File: config.mk
export PLATFORM = sky130hd
export DESIGN_NAME = uart_rx_ctrl
export DESIGN_NICKNAME = d
export VERILOG_FILES = /design/src/rtl/uart_rx_ctrl.sv
export SDC_FILE = /design/constraint.sdc
export NUM_CORES = 1
export LEC_CHECK = 0
export ABC_AREA = 1
export CAP_MARGIN = 10
export CORE_ASPECT_RATIO = 1.5
export CORE_UTILIZATION = 40
export DETAILED_ROUTE_END_ITERATION = 10
export HOLD_SLACK_MARGIN = 0.15
export PLACE_DENSITY = 0.65
export RECOVER_POWER = 25
export SLEW_MARGIN = 30
export SYNTH_ARGS = -nofsm -noshare
export SYNTH_HDL_FRONTEND = slang
export SYNTH_SLANG_ARGS = --single-unit
File: constraint.sdc
create_clock -name clk -period 1.5 [get_ports clk]
set_input_delay 0.45 -clock clk [delete_from_list [all_inputs] [get_ports clk]]
set_output_delay 0.45 -clock clk [all_outputs]
set_load 0.03 [all_outputs]
File: src/rtl/uart_rx_ctrl.sv
// UART receive sequencer: start detect, mid-bit sampling, parity-checker drive, byte assembly.
// Optional build macro RX_MAJORITY_EN: each bit is a 3-sample majority vote around mid-bit.
module uart_rx_ctrl #(
  parameter int DATA_BITS  = 8,
  parameter int OVERSAMPLE = 16
) (
  input  logic                 clk,
  input  logic                 reset,
  input  logic                 baud_tick,
  input  logic                 rx,
  input  logic                 use_parity,
  input  logic                 parity_type,
  output logic                 par_clr,
  output logic                 par_serial,
  output logic                 par_done,
  output logic                 par_use,
  output logic                 par_type,
  input  logic                 par_check,
  output logic [DATA_BITS-1:0] rx_data,
  output logic                 rx_valid,
  output logic                 parity_err,
  output logic                 frame_err,
  output logic                 busy
);
  localparam int TW = $clog2(OVERSAMPLE);
  localparam int BW = (DATA_BITS > 1) ? $clog2(DATA_BITS) : 1;

`ifdef RX_MAJORITY_EN
  // Decision lands one tick after mid-bit, so the data counter starts one tick ahead.
  localparam logic [TW-1:0] START_DEC  = TW'(OVERSAMPLE/2);
  localparam logic [TW-1:0] BIT_DEC    = '0;
  localparam logic [TW-1:0] DATA_START = TW'(1);
`else
  localparam logic [TW-1:0] START_DEC  = TW'(OVERSAMPLE/2 - 1);
  localparam logic [TW-1:0] BIT_DEC    = TW'(OVERSAMPLE - 1);
  localparam logic [TW-1:0] DATA_START = '0;
`endif

  typedef enum logic [2:0] {
    S_IDLE, S_START, S_DATA, S_PARITY, S_STOP, S_DONE, S_BREAK
  } state_t;

  state_t                 r_state,      w_state_nxt;
  logic [TW-1:0]          r_tick_cnt,   w_tick_nxt, w_tick_inc;
  logic [BW-1:0]          r_bit_cnt,    w_bit_nxt;
  logic [DATA_BITS-1:0]   r_shift,      w_shift_nxt;
  logic [DATA_BITS-1:0]   r_rx_data,    w_data_nxt;
  logic                   r_stop_bit,   w_stop_nxt;
  logic                   r_done_pend,  w_pend_nxt;
  logic                   r_par_serial, w_ser_nxt;
  logic                   r_par_done,   w_done_nxt;
  logic                   r_par_use,    w_use_nxt;
  logic                   r_par_type,   w_type_nxt;
  logic                   r_rx_valid,   w_valid_nxt;
  logic                   r_parity_err, w_perr_nxt;
  logic                   r_frame_err,  w_ferr_nxt;
  logic                   r_par_clr,    r_busy;
  logic                   w_bit;

`ifdef RX_MAJORITY_EN
  logic [1:0] r_smp;

  function automatic logic maj3(input logic a, input logic b, input logic c);
    return (a & b) | (a & c) | (b & c);
  endfunction

  always_ff @(posedge clk or negedge reset) begin
    if (!reset)         r_smp <= 2'b11;
    else if (baud_tick) r_smp <= {r_smp[0], rx};
  end

  assign w_bit = maj3(r_smp[1], r_smp[0], rx);
`else
  assign w_bit = rx;
`endif

  assign w_tick_inc = (r_tick_cnt == TW'(OVERSAMPLE - 1)) ? '0 : r_tick_cnt + TW'(1);

  always_comb begin
    w_state_nxt = r_state;
    w_tick_nxt  = r_tick_cnt;
    w_bit_nxt   = r_bit_cnt;
    w_shift_nxt = r_shift;
    w_data_nxt  = r_rx_data;
    w_stop_nxt  = r_stop_bit;
    w_pend_nxt  = 1'b0;
    w_ser_nxt   = 1'b0;
    w_done_nxt  = r_done_pend;
    w_use_nxt   = r_par_use;
    w_type_nxt  = r_par_type;
    w_valid_nxt = 1'b0;
    w_perr_nxt  = r_parity_err;
    w_ferr_nxt  = r_frame_err;
    case (r_state)
      S_IDLE: begin
        w_tick_nxt = '0;
        if (!rx) begin
          w_state_nxt = S_START;
          w_use_nxt   = use_parity;
          w_type_nxt  = parity_type;
        end
      end
      S_START: if (baud_tick) begin
        if (r_tick_cnt == START_DEC) begin
          if (w_bit) begin
            w_state_nxt = S_IDLE;
          end else begin
            w_state_nxt = S_DATA;
            w_tick_nxt  = DATA_START;
            w_bit_nxt   = '0;
          end
        end else begin
          w_tick_nxt = r_tick_cnt + TW'(1);
        end
      end
      S_DATA: if (baud_tick) begin
        w_tick_nxt = w_tick_inc;
        if (r_tick_cnt == BIT_DEC) begin
          w_shift_nxt = {w_bit, r_shift[DATA_BITS-1:1]};
          w_ser_nxt   = w_bit;
          w_bit_nxt   = r_bit_cnt + BW'(1);
          if (r_bit_cnt == BW'(DATA_BITS - 1))
            w_state_nxt = r_par_use ? S_PARITY : S_STOP;
        end
      end
      S_PARITY: if (baud_tick) begin
        w_tick_nxt = w_tick_inc;
        if (r_tick_cnt == BIT_DEC) begin
          w_ser_nxt   = w_bit;
          w_pend_nxt  = 1'b1;
          w_state_nxt = S_STOP;
        end
      end
      S_STOP: if (baud_tick) begin
        w_tick_nxt = w_tick_inc;
        if (r_tick_cnt == BIT_DEC) begin
          w_stop_nxt  = w_bit;
          w_state_nxt = S_DONE;
        end
      end
      // One cycle after the stop sample so the checker result has settled.
      S_DONE: begin
        w_valid_nxt = 1'b1;
        w_data_nxt  = r_shift;
        w_ferr_nxt  = ~r_stop_bit;
        w_perr_nxt  = r_par_use & ~par_check;
        w_state_nxt = r_stop_bit ? S_IDLE : S_BREAK;
      end
      S_BREAK: if (rx) w_state_nxt = S_IDLE;
      default: w_state_nxt = S_IDLE;
    endcase
  end

  always_ff @(posedge clk or negedge reset) begin
    if (!reset) begin
      r_state      <= S_IDLE;
      r_tick_cnt   <= '0;
      r_bit_cnt    <= '0;
      r_shift      <= '0;
      r_rx_data    <= '0;
      r_stop_bit   <= 1'b0;
      r_done_pend  <= 1'b0;
      r_par_serial <= 1'b0;
      r_par_done   <= 1'b0;
      r_par_use    <= 1'b0;
      r_par_type   <= 1'b0;
      r_rx_valid   <= 1'b0;
      r_parity_err <= 1'b0;
      r_frame_err  <= 1'b0;
      r_par_clr    <= 1'b1;
      r_busy       <= 1'b0;
    end else begin
      r_state      <= w_state_nxt;
      r_tick_cnt   <= w_tick_nxt;
      r_bit_cnt    <= w_bit_nxt;
      r_shift      <= w_shift_nxt;
      r_rx_data    <= w_data_nxt;
      r_stop_bit   <= w_stop_nxt;
      r_done_pend  <= w_pend_nxt;
      r_par_serial <= w_ser_nxt;
      r_par_done   <= w_done_nxt;
      r_par_use    <= w_use_nxt;
      r_par_type   <= w_type_nxt;
      r_rx_valid   <= w_valid_nxt;
      r_parity_err <= w_perr_nxt;
      r_frame_err  <= w_ferr_nxt;
      r_par_clr    <= (w_state_nxt == S_IDLE) || (w_state_nxt == S_BREAK);
      r_busy       <= (w_state_nxt != S_IDLE);
    end
  end

  assign par_clr    = r_par_clr;
  assign par_serial = r_par_serial;
  assign par_done   = r_par_done;
  assign par_use    = r_par_use;
  assign par_type   = r_par_type;
  assign rx_data    = r_rx_data;
  assign rx_valid   = r_rx_valid;
  assign parity_err = r_parity_err;
  assign frame_err  = r_frame_err;
  assign busy       = r_busy;
endmodule

==> flow_summary.json <==
{
  "cts-root-buf": "clkbuf_8",
  "clock_latency_ns": 0.29,
  "postSynthAreaPerCell_um2": 8.56,
  "syn_nets": 209,
  "tightest_slew_ns": 0.494,
  "final_nets": 261,
  "drt-pass1-iter-count": 4,
  "min_path_type": "reg -> reg",
  "path_max_fanout": 2,
  "end_kind": "primary output",
  "track_usage": 0.165,
  "pwr_density_cell_mw_per_mm2": 1360,
  "fin_crit_sh": 0.976,
  "dieArea_mm2": 0.00453,
  "slew_violations": 0,
  "grt_max_degree": 38,
  "worstSetupPathType": "reg -> out",
  "grt_pass1_vias": 1312,
  "finalSetupViolCount": 0,
  "fin_crit_ns": 1.46,
  "vias": 1417,
  "cts_max_level": 2,
  "antenna_found_initial": 0,
  "crit_arrival_ns": 1.01,
  "yosysUniqueCellTypes": 25,
  "dp_hpwl_um": 2380,
  "placedCellCount": 282,
  "synthTopCellsByCount": "nand2_1, dfrtp_1, inv_1, o21ai_1, nor2_1",
  "yosysMostFrequentCell": "nand2_1",
  "path_buf_inv": 1,
  "leakage_uw": 0.00120,
  "cts_made_buffers": 5,
  "path_clk_slew_ns": 0.07,
  "port_buffers": 23,
  "seq_area_frac_synth": 0.544,
  "synth_edf_count": 0,
  "post_drt_via_cell_ratio": 4.77,
  "die_x_um": 55.3,
  "rsz0062_at_grt": "yes",
  "layout-drive-gt1-share": 0.278,
  "critPathRequiredTime_ns": 1.05,
  "fin_worst_skew_ns": 0.00518,
  "die_h_um": 81.9,
  "slowest_delay_ns": 0.39,
  "synth_largest_area_cell": "dfrtp_1",
  "clock-sinks": 37,
  "peakVddDrop_v": 0.000864,
  "core_area_mm2": 0.00403,
  "placed_area_mm2": 0.00212,
  "drc_errors": 0,
  "yosysWarnings": 0,
  "drtIter0Drc": 40,
  "place_ws_ns": -0.463,
  "ys_ff_latch": 37,
  "start_util": 0.423,
  "layout_setup_ws_ns": 0.0362,
  "cts_tree": "yes",
  "gr-total-overflow": 0,
  "synthFlopType": "dfrtp_1",
  "crit_family": "buffers and inverters",
  "wl_um": 3330,
  "pin_count": 24,
  "antenna_left": 0,
  "rows": 28,
  "startpoint_type": "flip-flop",
  "ys_top_cells_by_area": "dfrtp_1, nand2_1, inv_1",
  "instances_no_fill": 297,
  "stdcell_area_mm2": 0.00231,
  "area_delta_synth_final_pct": 35.5,
  "routedWlPerCell_um": 11.2,
  "synth_cells": 199,
  "clockBufferDepth": 2,
  "grt_pass1_wl_um": 5700,
  "fin_hold_ws_ns": 0.351,
  "synth_top_area_share": 0.529,
  "diodes": 0,
  "cpMaxStageDelayCell": "dlygate4sd2_1",
  "status": "finished, final reports clean",
  "fmax_mhz": 683,
  "slew_headroom": 0.671,
  "hold_viol": 0,
  "place.gp.congestion": 0.889,
  "netlist_area_mm2": 0.00170,
  "ys_async_sr_fraction": 1.00,
  "maxCapViolCount": 0,
  "crit_chain": "dlygate4sd2_1"
}
[per-stage QoR]
step / utilization / TNS, ns / total power (uW)
6_report: 0.573 / 0 / 3150
5_1_grt: 0.573 / -0.0607 / 3380
4_1_cts: 0.552 / 0 / 3040
3_5_place_dp: 0.525 / -6.00 / 2380
3_3_place_gp: 0.525 / -5.53 / 2360
2_1_floorplan: - / 0 / 1980
[where the power goes]
| part | leakage, uW | total, uW | switching (uW) | internal [uW] |
|---|---|---|---|---|
| combinational | 0.000658 | 1160 | 667 | 488 |
| sequential | 0.000494 | 1330 | 167 | 1160 |
| clock | 0.0000439 | 664 | 344 | 320 |
[worst register-to-register path, cell delays in order (launching register included)]
cell	delay [ns]
dfrtp_1	0.39
ha_2	0.20
ha_4	0.17
inv_4	0.06
nor2_4	0.04
a21oi_2	0.12
nor2_2	0.06
nor2_2	0.17
nand3_2	0.10
nand2_1	0.07
[path summary, 6_finish.rpt]
path                               from         end  slack (ns)  cells past startpoint
setup / recovery             rx_data[4]  rx_data[4]        0.04                      1
hold reg to reg             r_done_pend    par_done        0.35                      0
max in group asynchronous         reset  r_state[0]        0.36                      3
min in group asynchronous         reset  r_shift[2]        0.77                      3
setup reg to reg           r_bit_cnt[0]     par_clr        0.07                      9
hold / removal              r_done_pend    par_done        0.35                      0
[metal layers]
metal,up-vias,routed length (um),global-route usage
met1,661,1430,0.183
met4,0,82,0.0950
li1,725,-,-
met5,-,0,0
met2,24,1720,0.290
met3,7,100,0.0409
[final cells by class]
class / count / area, um^2
clock inverter: 3 / 17.5
multi-input combinational: 130 / 721
clock buffer: 5 / 68.8
sequential: 37 / 930
inverter: 28 / 108
tap: 45 / 56.3
fill: 368 / 1720
timing repair buffer: 49 / 408
[state kept, by name, indices dropped and copies added, names as in the netlist, 3 cells and up]
signal and flops:
r_tick_cnt 4, r_shift 8, r_state 3, r_bit_cnt 3, rx_data 8
[cell families after synthesis]
kind of cell             Yosys count  share of synthesized area
AO/OA/AOI/OAI                     29                     0.0859
XOR/XNOR                           2                     0.0103
adder cells (fa/ha/maj)            3                     0.0220
buffers and inverters             32                     0.0734
flip-flops                        37                      0.544
AND/OR/NAND/NOR                   96                      0.264
[cells in the final DEF (no fill, tap or decap), types with 3 or more instances in the layout]
cell and instances:
nor2_1 8, clkdlybuf4s50_1 3, dlygate4sd2_1 4, inv_1 21, clkdlybuf4s15_1 9, nor2_2 4, o21ai_1 15, o21ai_0 11
nand3_1 9, inv_2 5, dfrtp_1 34, buf_4 26, nand2_2 6, clkbuf_8 5, nor2_4 5, nand2_1 56
[what timing repair did]
item	4_1_cts	5_1_grt
hold buffers	1	0
setup endpoints to repair	25	30
pin swaps	4	11
resized for setup	23	32
endpoints found under the hold margin	36	0
setup buffers	2	4
Note: power is estimated with default switching activity, not from simulation.
